==> src/rtl/regfile_sb.sv <==
// Register file with one write port, two combinational read ports, optional
// write-through bypass, optional hardwired-zero register 0 and a busy scoreboard.
module regfile_sb #(
    parameter int WIDTH    = 32,
    parameter int DEPTH    = 32,
    parameter bit BYPASS   = 1'b1,
    parameter bit ZERO_REG = 1'b1,
    localparam int AW      = $clog2(DEPTH)
) (
    input  logic             clock,
    input  logic             resetN,
    input  logic             regWrite,
    input  logic [AW-1:0]    writeReg,
    input  logic [WIDTH-1:0] writeData,
    input  logic             reserveEn,
    input  logic [AW-1:0]    reserveReg,
    input  logic [AW-1:0]    readReg1,
    input  logic [AW-1:0]    readReg2,
    output logic [WIDTH-1:0] readData1,
    output logic [WIDTH-1:0] readData2,
    output logic             busy1,
    output logic             busy2,
    output logic [AW:0]      busyCount
);

    logic [WIDTH-1:0] regs_q [DEPTH];
    logic [DEPTH-1:0] busy_q;
    logic [DEPTH-1:0] busy_d;
    logic [AW:0]      busyCount_q;
    logic [AW:0]      busyCount_d;

    logic writeValid;
    logic reserveValid;
    logic zero1;
    logic zero2;
    logic bypass1;
    logic bypass2;

    // Register 0 swallows writes and reserves when it is hardwired to zero.
    assign writeValid   = regWrite  && !(ZERO_REG && (writeReg   == '0));
    assign reserveValid = reserveEn && !(ZERO_REG && (reserveReg == '0));

    // Release first, then reserve, so a same-register reserve wins.
    always_comb begin
        busy_d = busy_q;
        if (writeValid) begin
            busy_d[writeReg] = 1'b0;
        end
        if (reserveValid) begin
            busy_d[reserveReg] = 1'b1;
        end
    end

    always_comb begin
        busyCount_d = '0;
        for (int i = 0; i < DEPTH; i++) begin
            busyCount_d = busyCount_d + {{AW{1'b0}}, busy_d[i]};
        end
    end

    always_ff @(posedge clock or negedge resetN) begin
        if (!resetN) begin
            busy_q      <= '0;
            busyCount_q <= '0;
        end else begin
            busy_q      <= busy_d;
            busyCount_q <= busyCount_d;
        end
    end

    always_ff @(posedge clock or negedge resetN) begin
        if (!resetN) begin
            for (int i = 0; i < DEPTH; i++) begin
                regs_q[i] <= '0;
            end
        end else if (writeValid) begin
            regs_q[writeReg] <= writeData;
        end
    end

    // The bypass is gated by reset so a write strobe held during reset stays invisible.
    assign zero1   = ZERO_REG && (readReg1 == '0);
    assign zero2   = ZERO_REG && (readReg2 == '0);
    assign bypass1 = BYPASS && resetN && regWrite && (writeReg == readReg1);
    assign bypass2 = BYPASS && resetN && regWrite && (writeReg == readReg2);

    always_comb begin
        readData1 = regs_q[readReg1];
        busy1     = busy_q[readReg1];
        if (zero1) begin
            readData1 = '0;
            busy1     = 1'b0;
        end else if (bypass1) begin
            readData1 = writeData;
            busy1     = 1'b0;
        end
    end

    always_comb begin
        readData2 = regs_q[readReg2];
        busy2     = busy_q[readReg2];
        if (zero2) begin
            readData2 = '0;
            busy2     = 1'b0;
        end else if (bypass2) begin
            readData2 = writeData;
            busy2     = 1'b0;
        end
    end

    assign busyCount = busyCount_q;

endmodule

==> config.mk <==
export PLATFORM = sky130hd
export DESIGN_NAME = regfile_sb
export DESIGN_NICKNAME = d
export VERILOG_FILES = /design/src/rtl/regfile_sb.sv
export SDC_FILE = /design/constraint.sdc
export NUM_CORES = 2
export LEC_CHECK = 0
export BUFFER_PORTS_ARGS = -buffer_cell sky130_fd_sc_hd__buf_2
export CAP_MARGIN = 15
export CORE_UTILIZATION = 42
export DETAILED_ROUTE_END_ITERATION = 12
export PLACE_DENSITY = 0.61
export SYNTH_ARGS = -nofsm -noshare
export SYNTH_HDL_FRONTEND = slang
export SYNTH_SLANG_ARGS = --single-unit
==> constraint.sdc <==
create_clock -name clock -period 9.01 [get_ports clock]
set_input_delay 2.703 -clock clock [delete_from_list [all_inputs] [get_ports clock]]
set_output_delay 2.703 -clock clock [all_outputs]
set_load 0.005 [all_outputs]
==> results.txt <==
----------------------------------------------------
[Outcome]
  Result of the run ... completed

[Placement]
  Post-placement cell count ... roughly 5700
  Placer's final routability congestion estimate ... around 0.85
  Post-placement worst setup slack ... between 0.7 and 0.8 ns
  Buffers on Ports ... 127
  Half-perimeter wire length after placement ... about 110 mm
  Placed cell areas ... around 60000 sq um

[Clock tree]
  Number of buffers inserted by post-CTS setup repair ... 0
  Clock edge transition at the registers on the reported setup and hold paths ... 0.06 ns
  Cts bufs inserted ... 115
  Count of hold buffers inserted by post-cts repair ... 0
  Skew-Pair Late Insertion Delay ... about 0.73 ns
  Clock sinks ... around 1100
  Maximum root-to-sink buffer count ... 3
  Clock tree from TritonCTS ... yes
  Root buf cell ... clkbuf_16
  Depth of the CTS H-tree ... 3
  Cells resized by post-CTS repair ... 0

[STA]
  Worst Clk Skew ... 0.0246 ns
  Worst slew margin relative to its limit ... approximately a quarter
  Setup tns final ... 0 ns
  Unrepaired setup endpoints after global routing ... no
  Final Cycle Share ... approximately 90%
  Setup violation total in the final timing report ... 0
  Transition time of the tightest slew-check pin ... approximately 1.1 ns
  Peak Freq ... 0.123 GHz
  Final number of hold-violating endpoints ... 0
  Number of max-slew violations in the final report ... 0
  Min cycle time layout ... 8.15 ns
  Worst-case setup margin in the final layout ... 0.857 ns

[Yosys]
  Simple-Gate Fraction of Synth Area ... 3.77%
  Asr flop ratio synth ... 100%
  Number of flops mapped to enable cells by yosys ... 0
  Count of warnings emitted by yosys ... 0
  Share of synthesized area spent on multiplexers ... 39.0%
  Number of synthesized register bits ... 1062
  Synthesized-area fraction occupied by ao, oa, aoi and oai cells ... 6.10%
  XOR/XNOR Fraction of Synth Area ... less than 1%
  Net count after synthesis ... 4196
  Synthesized area per cell ... 14.1 sq um
  Combinational family with the most area after synthesis ... multiplexers
  Adder and majority cell fraction of the synthesized area ... less than 1%
  Cell area after synthesis ... roughly 58000 sq um
  Post-synthesis cell type with the largest combined area ... dfrtp_1
  Number of standard cells after synthesis ... between 4000 and 5000
  Sequential-to-total area share from yosys stat ... 46.0%
  Main flop type after synthesis ... dfrtp_1
  Leading cell types by total area after synthesis ... dfrtp_1 46%, mux2_2 18%, mux4_2 17%
  Portion of synthesized cell area occupied by the leading cell type ... 46.0%
  Count of different cell masters after synthesis ... 72

[Drt]
  Wirelength, routed ... ~190 mm
  Antenna violation net count after detailed routing ... 0
  Remaining DRCs ... 0
  Routed wirelength normalized by instance count ... approximately 32 um
  DR WL met3 ... ~15 mm
  Metal2 WL ... around 86 mm
  Top routing layer in use ... met5
  Met1 wire length ... 81.8 mm
  Total iterations of the first detailed-routing run ... 6
  Total number of vias ... 38600
  Via density per instance ... about 6.5
  DRC marker count from the first detailed-route iteration ... roughly 3800

[GRT]
  Wire length of the first global-routing pass ... 279 mm
  Gr ovfl total ... 0
  Number of antenna violations at the first check in global routing ... 14
  Pin count of the biggest net entering global routing ... approximately 180
  Number of global-route vias before repair ... 38800
  Aggregate global-route resource usage ... a little over a quarter

[Setup path]
  Critical path startpoint category ... input port
  Nature of the critical path endpoint ... output pin
  Highest fanout seen on the critical path ... 9
  Arrival time of the worst setup path ... 5.45 ns
  WS Path Type ... in -> out
  Required time of the worst setup path ... 6.31 ns

[Power]
  Total power density per cell area ... between 200 and 250 nW/um^2
  Worst supply voltage drop on vdd ... roughly 0.5 mV
  Leakage Power ... 27.9 nW

[Floorplan]
  Placeable Area ... 136000 sq um
  Num rows ... 135
  Die extent in x ... 373 um
  Effective utilization at floorplan ... 42.5%
  Number of primary I/O pins ... 128
  Die outline area ... 139000 sq um
  Die Height ... 373 um

[Finish]
  Post-route insts no fill ... 5931
  Final core utilization ... ~47%
  Final Net Count ... 4135
  Area grow syn2layout ... 11.0%
  Number of fillers in the final layout ... 11800
  Final instance area ... around 64000 sq um
  Fraction of layout cells with a size suffix above 1 ... 45.9%

[Job]
  Max-capacitance violation count ... 0

[Hold path]
  Hold Path Class ... reg -> reg

----------------------------------------------------
==> registers in the layout, indices dropped and copies added (netlist names) <==
| register | cells |
|---|---|
| busyCount | 6 |
| regs_q | 1024 |
| busy_q | 32 |
==> worst max-delay path, stage by stage <==
cell and delay [ns]:
buf_2 0.26, buf_4 0.26, inv_1 0.47, buf_4 0.35, mux4_2 0.53, mux2i_1 0.37, a21oi_1 0.26, buf_2 0.20
==> cells in the mapped netlist, types with 24 or more instances <==
cell / instances
a211oi_1: 31
a221oi_1: 49
a22o_1: 37
a22oi_1: 26
buf_1: 31
buf_2: 115
buf_4: 30
clkbuf_1: 236
dfrtp_1: 1062
fa_1: 24
inv_1: 56
mux2_2: 946
mux2i_1: 172
mux4_2: 442
nand2_1: 165
nor2_1: 83
nor3_1: 27
o211ai_1: 28
o21ai_0: 153
o221ai_1: 30
o22ai_1: 85
==> placed cells by master (no fill, tap or decap), types with 13 or more instances in the layout <==
cell | Yosys | routed
a22o_1 | 37 | 37
nor2_4 | 1 | 14
dfrtp_1 | 1062 | 1062
clkbuf_8 | 0 | 25
nand2b_1 | 13 | 13
and2_1 | 17 | 17
nand3_1 | 22 | 22
fa_1 | 24 | 24
clkinv_2 | 0 | 25
clkbuf_16 | 0 | 115
mux2i_1 | 172 | 172
nand2_2 | 6 | 18
clkbuf_1 | 236 | 14
a21oi_1 | 16 | 16
o211ai_1 | 28 | 28
inv_1 | 56 | 55
nor3_1 | 27 | 27
nand2_1 | 165 | 153
o21ai_0 | 153 | 153
buf_12 | 0 | 23
a22oi_1 | 26 | 26
mux2_2 | 946 | 946
a221oi_1 | 49 | 49
buf_2 | 115 | 120
o221ai_1 | 30 | 30
bufinv_16 | 0 | 20
buf_4 | 30 | 107
a211oi_1 | 31 | 31
nor4_1 | 19 | 19
nor2_1 | 83 | 74
o22ai_1 | 85 | 85
mux4_2 | 442 | 442
==> cell type report <==
class	count	area, sq um	area share, %
Multi-Input combinational cell	2555	29000	45.3
Sequential cell	1062	26600	41.4
Clock buffer	154	3270	5.10
Tap cell	1781	2230	3.47
Timing Repair Buffer	257	1960	3.06
Clock inverter	55	842	1.31
Inverter	57	215	0.335
Antenna cell	10	25.0	0.0390
==> path summary, 6_finish.rpt <==
check	slack [ns]	from	cells past startpoint	endpoint
min in group asynchronous	1.75	resetN	1	busyCount[5]$_DFF_PN0_
hold / removal	0.39	regs_q[1013]$_DFFE_PN0P_	0	regs_q[1013]$_DFFE_PN0P_
hold reg to reg	0.39	regs_q[1013]$_DFFE_PN0P_	0	regs_q[1013]$_DFFE_PN0P_
max in group asynchronous	3.60	resetN	5	regs_q[653]$_DFFE_PN0P_
setup / recovery	0.86	readReg1[4]	8	readData1[22]
setup reg to reg	3.91	busy_q[27]$_DFF_PN0_	15	busyCount[4]$_DFF_PN0_
==> through the flow <==
step           hold slack, ns  power (mW)
3_3_place_gp            0.377        10.6
2_1_floorplan           0.441        9.47
6_report                0.393        15.8
5_1_grt                 0.402        16.6
4_1_cts                 0.396        15.9
3_5_place_dp            0.382        10.7
==> cell families (layout without fill, tap and decap cells) <==
family | count (synthesis) | in the layout
buffers and inverters | 492 | 523
muxes | 1569 | 1569
and+or+nand+nor | 432 | 432
adders and majority gates | 31 | 31
other | 0 | 10
AOI/OAI and AO/OA | 510 | 510
DFF | 1062 | 1062
xor gates and xnor gates | 13 | 13
==> power breakdown <==
part	total [mW]	internal [mW]	switching (mW)
registers	6.38	5.72	0.661
clock network	5.19	3.11	2.08
logic	4.21	2.27	1.94
==> metal layers <==
metal / track usage [%] / vias to the layer above
met5: 0 / -
met4: 10.7 / 8
met3: 5.59 / 397
met2: 41.0 / 1652
met1: 38.6 / 20900
li1: - / 15700
(Power assumes the default switching activity.)
